**config.mk**
```make
export PLATFORM = sky130hd
export DESIGN_NAME = lea_word_packer
export DESIGN_NICKNAME = d
export VERILOG_FILES = /design/src/rtl/lea_pkg.sv /design/src/rtl/lea_word_packer.sv
export SDC_FILE = /design/constraint.sdc
export NUM_CORES = 1
export LEC_CHECK = 0
export BUFFER_PORTS_ARGS = -buffer_cell sky130_fd_sc_hd__buf_2
export CAP_MARGIN = 30
export CORE_ASPECT_RATIO = 0.75
export CORE_MARGIN = 1.5
export CORE_UTILIZATION = 39
export DETAILED_ROUTE_END_ITERATION = 8
export SLEW_MARGIN = 5
export SYNTH_ARGS = -nofsm -noshare
export SYNTH_HDL_FRONTEND = slang
export SYNTH_SLANG_ARGS = --single-unit
```
**constraint.sdc**
```tcl
create_clock -name clk -period 2 [get_ports clk]
set_input_delay 0.1 -clock clk [delete_from_list [all_inputs] [get_ports clk]]
set_output_delay 0.1 -clock clk [all_outputs]
set_load 0.05 [all_outputs]
```
**src/rtl/lea_pkg.sv**
```systemverilog
// Package lea_pkg: LEA shared width constants, packer FSM state type and lane helper.
// Shared with the LEA block register stage.
// Configuration macro: LEA_PACK_BSWAP_EN (defined -> big-endian input byte ordering).
package lea_pkg;

  localparam int unsigned LEA_BYTE_W      = 8;
  localparam int unsigned LEA_WORD_W      = 32;
  localparam int unsigned LEA_BLOCK_WORDS = 4;
  localparam int unsigned LEA_WORD_BYTES  = LEA_WORD_W / LEA_BYTE_W;
  localparam int unsigned LEA_BCNT_W      = $clog2(LEA_WORD_BYTES);

  typedef enum logic [0:0] {
    PK_FILL = 1'b0,
    PK_HOLD = 1'b1
  } pk_state_t;

  // Map the k-th received byte of a word to its physical byte lane in the word.
  function automatic logic [LEA_BCNT_W-1:0] lea_lane(input logic [LEA_BCNT_W-1:0] k);
`ifdef LEA_PACK_BSWAP_EN
    return LEA_BCNT_W'(LEA_WORD_BYTES - 1) - k;
`else
    return k;
`endif
  endfunction

endpackage

```
**src/rtl/lea_word_packer.sv**
```systemverilog
// lea_word_packer: collects a valid/ready byte stream into 32-bit LEA words and frames them
// into blocks of WORDS_PER_BLOCK words. Each finished word is held on m_data with m_valid
// until m_ready; m_ce is the one-cycle write strobe for the downstream block register.
//
// Ports:
//   clk, rst              clock (rising edge), asynchronous active-high reset
//   s_valid/s_ready       input byte handshake
//   s_data, s_first       input byte; s_first marks byte 0 of word 0 of a new block
//   m_valid/m_ready       output word handshake
//   m_data                assembled word
//   m_ce                  m_valid & m_ready
//   m_word_idx, m_last    word position in block, last-word flag
//   err_sync              sticky: s_first seen mid-word or mid-block
//
// Configuration macro: LEA_PACK_BSWAP_EN (lane order handled by lea_pkg::lea_lane).
module lea_word_packer
  import lea_pkg::*;
#(
  parameter int unsigned WORDS_PER_BLOCK = LEA_BLOCK_WORDS,
  parameter int unsigned IDX_W           = $clog2(WORDS_PER_BLOCK)
) (
  input  logic                  clk,
  input  logic                  rst,
  input  logic                  s_valid,
  output logic                  s_ready,
  input  logic [LEA_BYTE_W-1:0] s_data,
  input  logic                  s_first,
  output logic                  m_valid,
  input  logic                  m_ready,
  output logic [LEA_WORD_W-1:0] m_data,
  output logic                  m_ce,
  output logic [IDX_W-1:0]      m_word_idx,
  output logic                  m_last,
  output logic                  err_sync
);

  pk_state_t             state_q, state_d;
  logic [LEA_BCNT_W-1:0] byte_cnt_q, byte_cnt_d;
  logic [IDX_W-1:0]      word_idx_q, word_idx_d;
  logic [LEA_WORD_W-1:0] data_q, data_d;
  logic                  err_q, err_d;

  logic                  in_hs, out_hs;
  logic [LEA_BCNT_W-1:0] eff_cnt, lane;
  logic [IDX_W-1:0]      eff_idx;

  assign m_valid    = (state_q == PK_HOLD);
  // In HOLD a byte may only enter in the cycle the held word leaves, so there is no bubble.
  assign s_ready    = ~rst & ((state_q == PK_FILL) | m_ready);
  assign m_ce       = m_valid & m_ready;
  assign m_data     = data_q;
  assign m_word_idx = word_idx_q;
  assign m_last     = (word_idx_q == IDX_W'(WORDS_PER_BLOCK - 1));
  assign err_sync   = err_q;

  assign in_hs  = s_valid & s_ready;
  assign out_hs = m_ce;

  always_comb begin
    // Effective position as seen by an incoming byte, after any coincident output handshake.
    eff_idx = out_hs ? word_idx_q + IDX_W'(1) : word_idx_q;
    eff_cnt = (state_q == PK_HOLD) ? '0 : byte_cnt_q;
    lane    = s_first ? '0 : eff_cnt;

    state_d    = state_q;
    byte_cnt_d = byte_cnt_q;
    word_idx_d = eff_idx;
    data_d     = data_q;
    err_d      = err_q;

    if (out_hs) begin
      state_d    = PK_FILL;
      byte_cnt_d = '0;
    end

    if (in_hs) begin
      // Lane-write decoder: only the addressed byte lane is updated.
      for (int k = 0; k < int'(LEA_WORD_BYTES); k++) begin
        if (lea_lane(lane) == LEA_BCNT_W'(k)) begin
          data_d[k*LEA_BYTE_W +: LEA_BYTE_W] = s_data;
        end
      end

      if (s_first) begin
        // Resynchronise: this byte starts word 0; any partial word is abandoned.
        byte_cnt_d = LEA_BCNT_W'(1);
        word_idx_d = '0;
        if ((eff_cnt != '0) || (eff_idx != '0)) begin
          err_d = 1'b1;
        end
      end else if (eff_cnt == LEA_BCNT_W'(LEA_WORD_BYTES - 1)) begin
        state_d    = PK_HOLD;
        byte_cnt_d = '0;
      end else begin
        byte_cnt_d = eff_cnt + LEA_BCNT_W'(1);
      end
    end
  end

  always_ff @(posedge clk or posedge rst) begin
    if (rst) begin
      state_q    <= PK_FILL;
      byte_cnt_q <= '0;
      word_idx_q <= '0;
      data_q     <= '0;
      err_q      <= 1'b0;
    end else begin
      state_q    <= state_d;
      byte_cnt_q <= byte_cnt_d;
      word_idx_q <= word_idx_d;
      data_q     <= data_d;
      err_q      <= err_d;
    end
  end

endmodule

```
==> report_table.html <==
<table>
<tr><th>Metric</th><th>Value</th></tr>
<tr><th colspan="2">Routing</th></tr>
<tr><td>Detailed Route Iter0 Violations</td><td>28</td></tr>
<tr><td>DRC errors left</td><td>0</td></tr>
<tr><td>Avg WL per Cell</td><td>14.63 um</td></tr>
<tr><td>Wire length after detailed routing</td><td>3.292 mm</td></tr>
<tr><td>Vias/cell</td><td>4.778</td></tr>
<tr><td>DRT Pass-1 Iters</td><td>4</td></tr>
<tr><td>Total number of vias</td><td>1,075</td></tr>
<tr><td>Antenna violation net count after detailed routing</td><td>0</td></tr>
<tr><th colspan="2">Clock tree</th></tr>
<tr><td>Level count of the clock H-tree</td><td>2</td></tr>
<tr><td>Clock-pin transition on the worst setup and hold timing paths</td><td>70 ps</td></tr>
<tr><td>Total clock buffers created by CTS</td><td>5</td></tr>
<tr><td>Number of hold buffers added after cts</td><td>1</td></tr>
<tr><td>Number of clock sinks</td><td>38</td></tr>
<tr><td>Clock latency at the later pin of the worst-skew pair</td><td>290 ps</td></tr>
<tr><td>Number of buffers inserted to repair setup after CTS</td><td>0</td></tr>
<tr><td>Buffer cell driving the clock tree root</td><td>sky130_fd_sc_hd__clkbuf_8</td></tr>
<tr><td>Maximum number of buffers from clock root to sink</td><td>2</td></tr>
<tr><td>TritonCTS clock tree</td><td>built</td></tr>
<tr><td>Post-cts resize count</td><td>0</td></tr>
<tr><th colspan="2">Yosys</th></tr>
<tr><td>Compound-Gate Fraction of Synth Area</td><td>4.718%</td></tr>
<tr><td>Share of synthesized area spent on multiplexers</td><td>22.27%</td></tr>
<tr><td>Warnings from Yosys</td><td>0</td></tr>
<tr><td>XOR/XNOR Fraction of Synth Area</td><td>0.5414%</td></tr>
<tr><td>Commonest cells in the synthesized netlist</td><td>sky130_fd_sc_hd__dfrtp_1, sky130_fd_sc_hd__mux2_2, sky130_fd_sc_hd__inv_1</td></tr>
<tr><td>Number of synthesized flops with an enable pin</td><td>0</td></tr>
<tr><td>Share of the yosys chip area belonging to registers</td><td>58.78%</td></tr>
<tr><td>Post-synthesis share of cell area spent on and, or, nand and nor gates</td><td>8.817%</td></tr>
<tr><td>Ys async rst share</td><td>100.0%</td></tr>
<tr><td>#FFs+latches synth</td><td>38</td></tr>
<tr><td>Area fraction of the dominant cell type after synthesis</td><td>58.78%</td></tr>
<tr><td>Adder-cell area share of the yosys netlist</td><td>2.320%</td></tr>
<tr><td>Synth top area cells</td><td>sky130_fd_sc_hd__dfrtp_1, sky130_fd_sc_hd__mux2_2, sky130_fd_sc_hd__ha_1, sky130_fd_sc_hd__o311ai_4, sky130_fd_sc_hd__nor4b_4</td></tr>
<tr><td>Most common cell in the synthesized netlist</td><td>sky130_fd_sc_hd__dfrtp_1</td></tr>
<tr><td>Synthesized net count</td><td>127</td></tr>
<tr><td>Cell area after technology mapping</td><td>1618 um^2</td></tr>
<tr><td>Dominant register cell in the synthesized netlist</td><td>sky130_fd_sc_hd__dfrtp_1</td></tr>
<tr><td>Number of distinct library cell variants in the gate-level netlist after synthesis</td><td>27</td></tr>
<tr><td>Mapped Cells</td><td>111</td></tr>
<tr><td>Dominant combinational cell family by area after synthesis</td><td>multiplexers</td></tr>
<tr><td>Mean instance size in the synthesized netlist</td><td>14.57 um^2</td></tr>
<tr><td>Area leader, netlist</td><td>sky130_fd_sc_hd__dfrtp_1</td></tr>
<tr><th colspan="2">Global route</th></tr>
<tr><td>Antenna violations before repair</td><td>0</td></tr>
<tr><td>Global-route wire length before repair</td><td>5.195 mm</td></tr>
<tr><td>Number of global-route vias before repair</td><td>1,059</td></tr>
<tr><td>Combined global-route utilization of all metal layers</td><td>15.45%</td></tr>
<tr><td>Global route total overflow</td><td>0</td></tr>
<tr><td>Maximum number of pins on one net before global-route repair</td><td>39</td></tr>
<tr><th colspan="2">Place</th></tr>
<tr><td>Estimated wirelength of the detail-placed design</td><td>2.359 mm</td></tr>
<tr><td>Port buffer count</td><td>51</td></tr>
<tr><td>Final weighted congestion in routability-driven placement</td><td>0.7296</td></tr>
<tr><th colspan="2">Final layout</th></tr>
<tr><td>Util after Layout</td><td>52.13%</td></tr>
<tr><td>Multi-input combinational cell area</td><td>625.6 um^2</td></tr>
<tr><td>Signed area change from the synthesized netlist to the final layout</td><td>29.00%</td></tr>
<tr><td>Final nets</td><td>185</td></tr>
<tr><td>Fillers</td><td>354</td></tr>
<tr><td>Fraction of layout cells with a size suffix above 1</td><td>57.06%</td></tr>
<tr><td>Combined flip-flop and latch cell area</td><td>950.9 um^2</td></tr>
<tr><td>Diode count</td><td>0</td></tr>
<tr><th colspan="2">STA</th></tr>
<tr><td>Max Slew Vio Count</td><td>0</td></tr>
<tr><td>Final cycle utilization of the critical path</td><td>90.17%</td></tr>
<tr><td>Unrepaired setup endpoints after global routing</td><td>no</td></tr>
<tr><td>Slew margin rel.</td><td>59.00%</td></tr>
<tr><td>Clk_skew</td><td>4.723 ps</td></tr>
<tr><td>Number of endpoints with negative hold slack in the final report</td><td>0</td></tr>
<tr><td>Sum Neg Setup Slack</td><td>0 ps</td></tr>
<tr><td>Setup Viol. Count Final</td><td>0</td></tr>
<tr><td>Highest clock rate</td><td>554.5 MHz</td></tr>
<tr><td>Pin slew with the least headroom to its limit</td><td>613.5 ps</td></tr>
<tr><td>Crit path time final</td><td>1803 ps</td></tr>
<tr><th colspan="2">Worst setup path</th></tr>
<tr><td>Maximum fanout along the worst path</td><td>8</td></tr>
<tr><td>Critical path data arrival time</td><td>1980 ps</td></tr>
<tr><td>Slowest cell on the critical path</td><td>sky130_fd_sc_hd__dlygate4sd3_1</td></tr>
<tr><td>Worst-path cell chain</td><td>dlygate4sd3_1, buf_2, nor4b_4, and3_1, mux2_2</td></tr>
<tr><td>Crit path capture type</td><td>flop</td></tr>
<tr><td>Worst EP required</td><td>2180 ps</td></tr>
<tr><td>Delay contributed by the slowest stage of the critical path</td><td>550 ps</td></tr>
<tr><td>Crit path kind</td><td>in2reg</td></tr>
<tr><td>Startpoint types</td><td>input pin</td></tr>
<tr><th colspan="2">Floorplanning</th></tr>
<tr><td>Die Span Y</td><td>58.78 um</td></tr>
<tr><td>Total I/O pin count</td><td>52</td></tr>
<tr><td>Number of rows created at floorplan</td><td>20</td></tr>
<tr><td>Initial Util</td><td>40.41%</td></tr>
<tr><td>Die X-Extent</td><td>77.37 um</td></tr>
<tr><td>Overall die area</td><td>4548 um^2</td></tr>
<tr><td>Placeable core region</td><td>4004 um^2</td></tr>
<tr><th colspan="2">Power and ir drop</th></tr>
<tr><td>Power Dens Cells</td><td>1880 nW/um^2</td></tr>
<tr><td>Static power due to leakage</td><td>0.001068 uW</td></tr>
<tr><td>IR drop worst, VDD</td><td>0.0008708 V</td></tr>
<tr><th colspan="2">Run status</th></tr>
<tr><td>Status</td><td>finished clean</td></tr>
<tr><th colspan="2">Job</th></tr>
<tr><td>Maxcap violations</td><td>0</td></tr>
<tr><th colspan="2">Min path</th></tr>
<tr><td>Kind of path behind the tightest hold check</td><td>in2reg</td></tr>
</table>
-- kinds of logic (layout without fill, tap and decap cells) --
| family | Yosys count | in the layout |
|---|---|---|
| and+or+nand+nor | 20 | 20 |
| muxes | 32 | 32 |
| adders and majority gates | 3 | 3 |
| xor gates and xnor gates | 1 | 1 |
| buffers and inverters | 8 | 67 |
| AOI/OAI and AO/OA | 9 | 9 |
| DFF | 38 | 38 |
-- metal layers --
layer	wire [um]	part of all wire [%]	vias up	GRT usage [%]
met5	0	0	-	0
met4	39	1.2	0	5.714
met3	173	5.3	5	4.651
met2	1531	47	31	23.06
met1	1548	47	528	21.45
li1	-	-	511	-
-- layout by cell type (no fill, tap or decap), drive strengths merged, types with 2 or more instances in the layout --
cell,n
o21ai,2
nand2,3
inv,5
dfrtp,38
nand3b,2
nor2b,2
nor2,3
and3,2
bufinv,2
mux2,32
ha,3
buf,53
clkbuf,6
nand2b,2
a211oi,2
a21oi,2
nand3,2
-- registers in the layout, summed over array words and instances, names as in the netlist --
| name | cells |
|---|---|
| byte_cnt_q | 2 |
| err_sync | 1 |
| m_data | 32 |
| m_valid | 1 |
| m_word_idx | 2 |
-- through the flow --
| step | area (um^2) | instances | hold WS (ps) | setup WS (ps) | total power [uW] |
|---|---|---|---|---|---|
| 2_1_floorplan | 1618 | 111 | 250.4 | 90.69 | 2721 |
| 3_3_place_gp | 1934 | 216 | 292.7 | 321.6 | 3119 |
| 3_5_place_dp | 1934 | 216 | 299.3 | 240.2 | 3158 |
| 4_1_cts | 2087 | 225 | 75.26 | 221.1 | 3967 |
| 5_1_grt | 2087 | 225 | 83.01 | 117.1 | 4111 |
| 6_report | 2087 | 225 | 81.64 | 196.6 | 3924 |
-- critical path, delay by kind of cell --
kind	cells	cell delay, ps
and+or+nand+nor	2	780
buffers and inverters	2	710
muxes	1	390
-- final timing paths --
kind,end,cells past startpoint,start,slack [ps]
worst max-delay path,m_data[25],5,rst,200
worst min-delay path,m_data[4],2,s_data[4],80
worst min register to register,err_sync,1,err_sync,460
min in group asynchronous,m_data[6],4,rst,550
worst max register to register,m_data[25],3,m_valid,220
max in group asynchronous,m_data[7],4,rst,1120
-- layout make-up --
| class | count | area share (%) |
|---|---|---|
| sequential | 38 | 45.56 |
| multi-input combinational | 65 | 29.98 |
| timing repair buffer | 54 | 13.43 |
| clock buffer | 6 | 3.957 |
| tap | 55 | 3.297 |
| clock inverter | 2 | 2.878 |
| inverter | 5 | 0.8993 |
-- power by group --
group	switching (uW)	total (uW)	internal [uW]
registers	165	1250	1080
clock network	262	793	532
logic	1400	1880	488
total	1820	3920	2100
(Power assumes the default switching activity.)
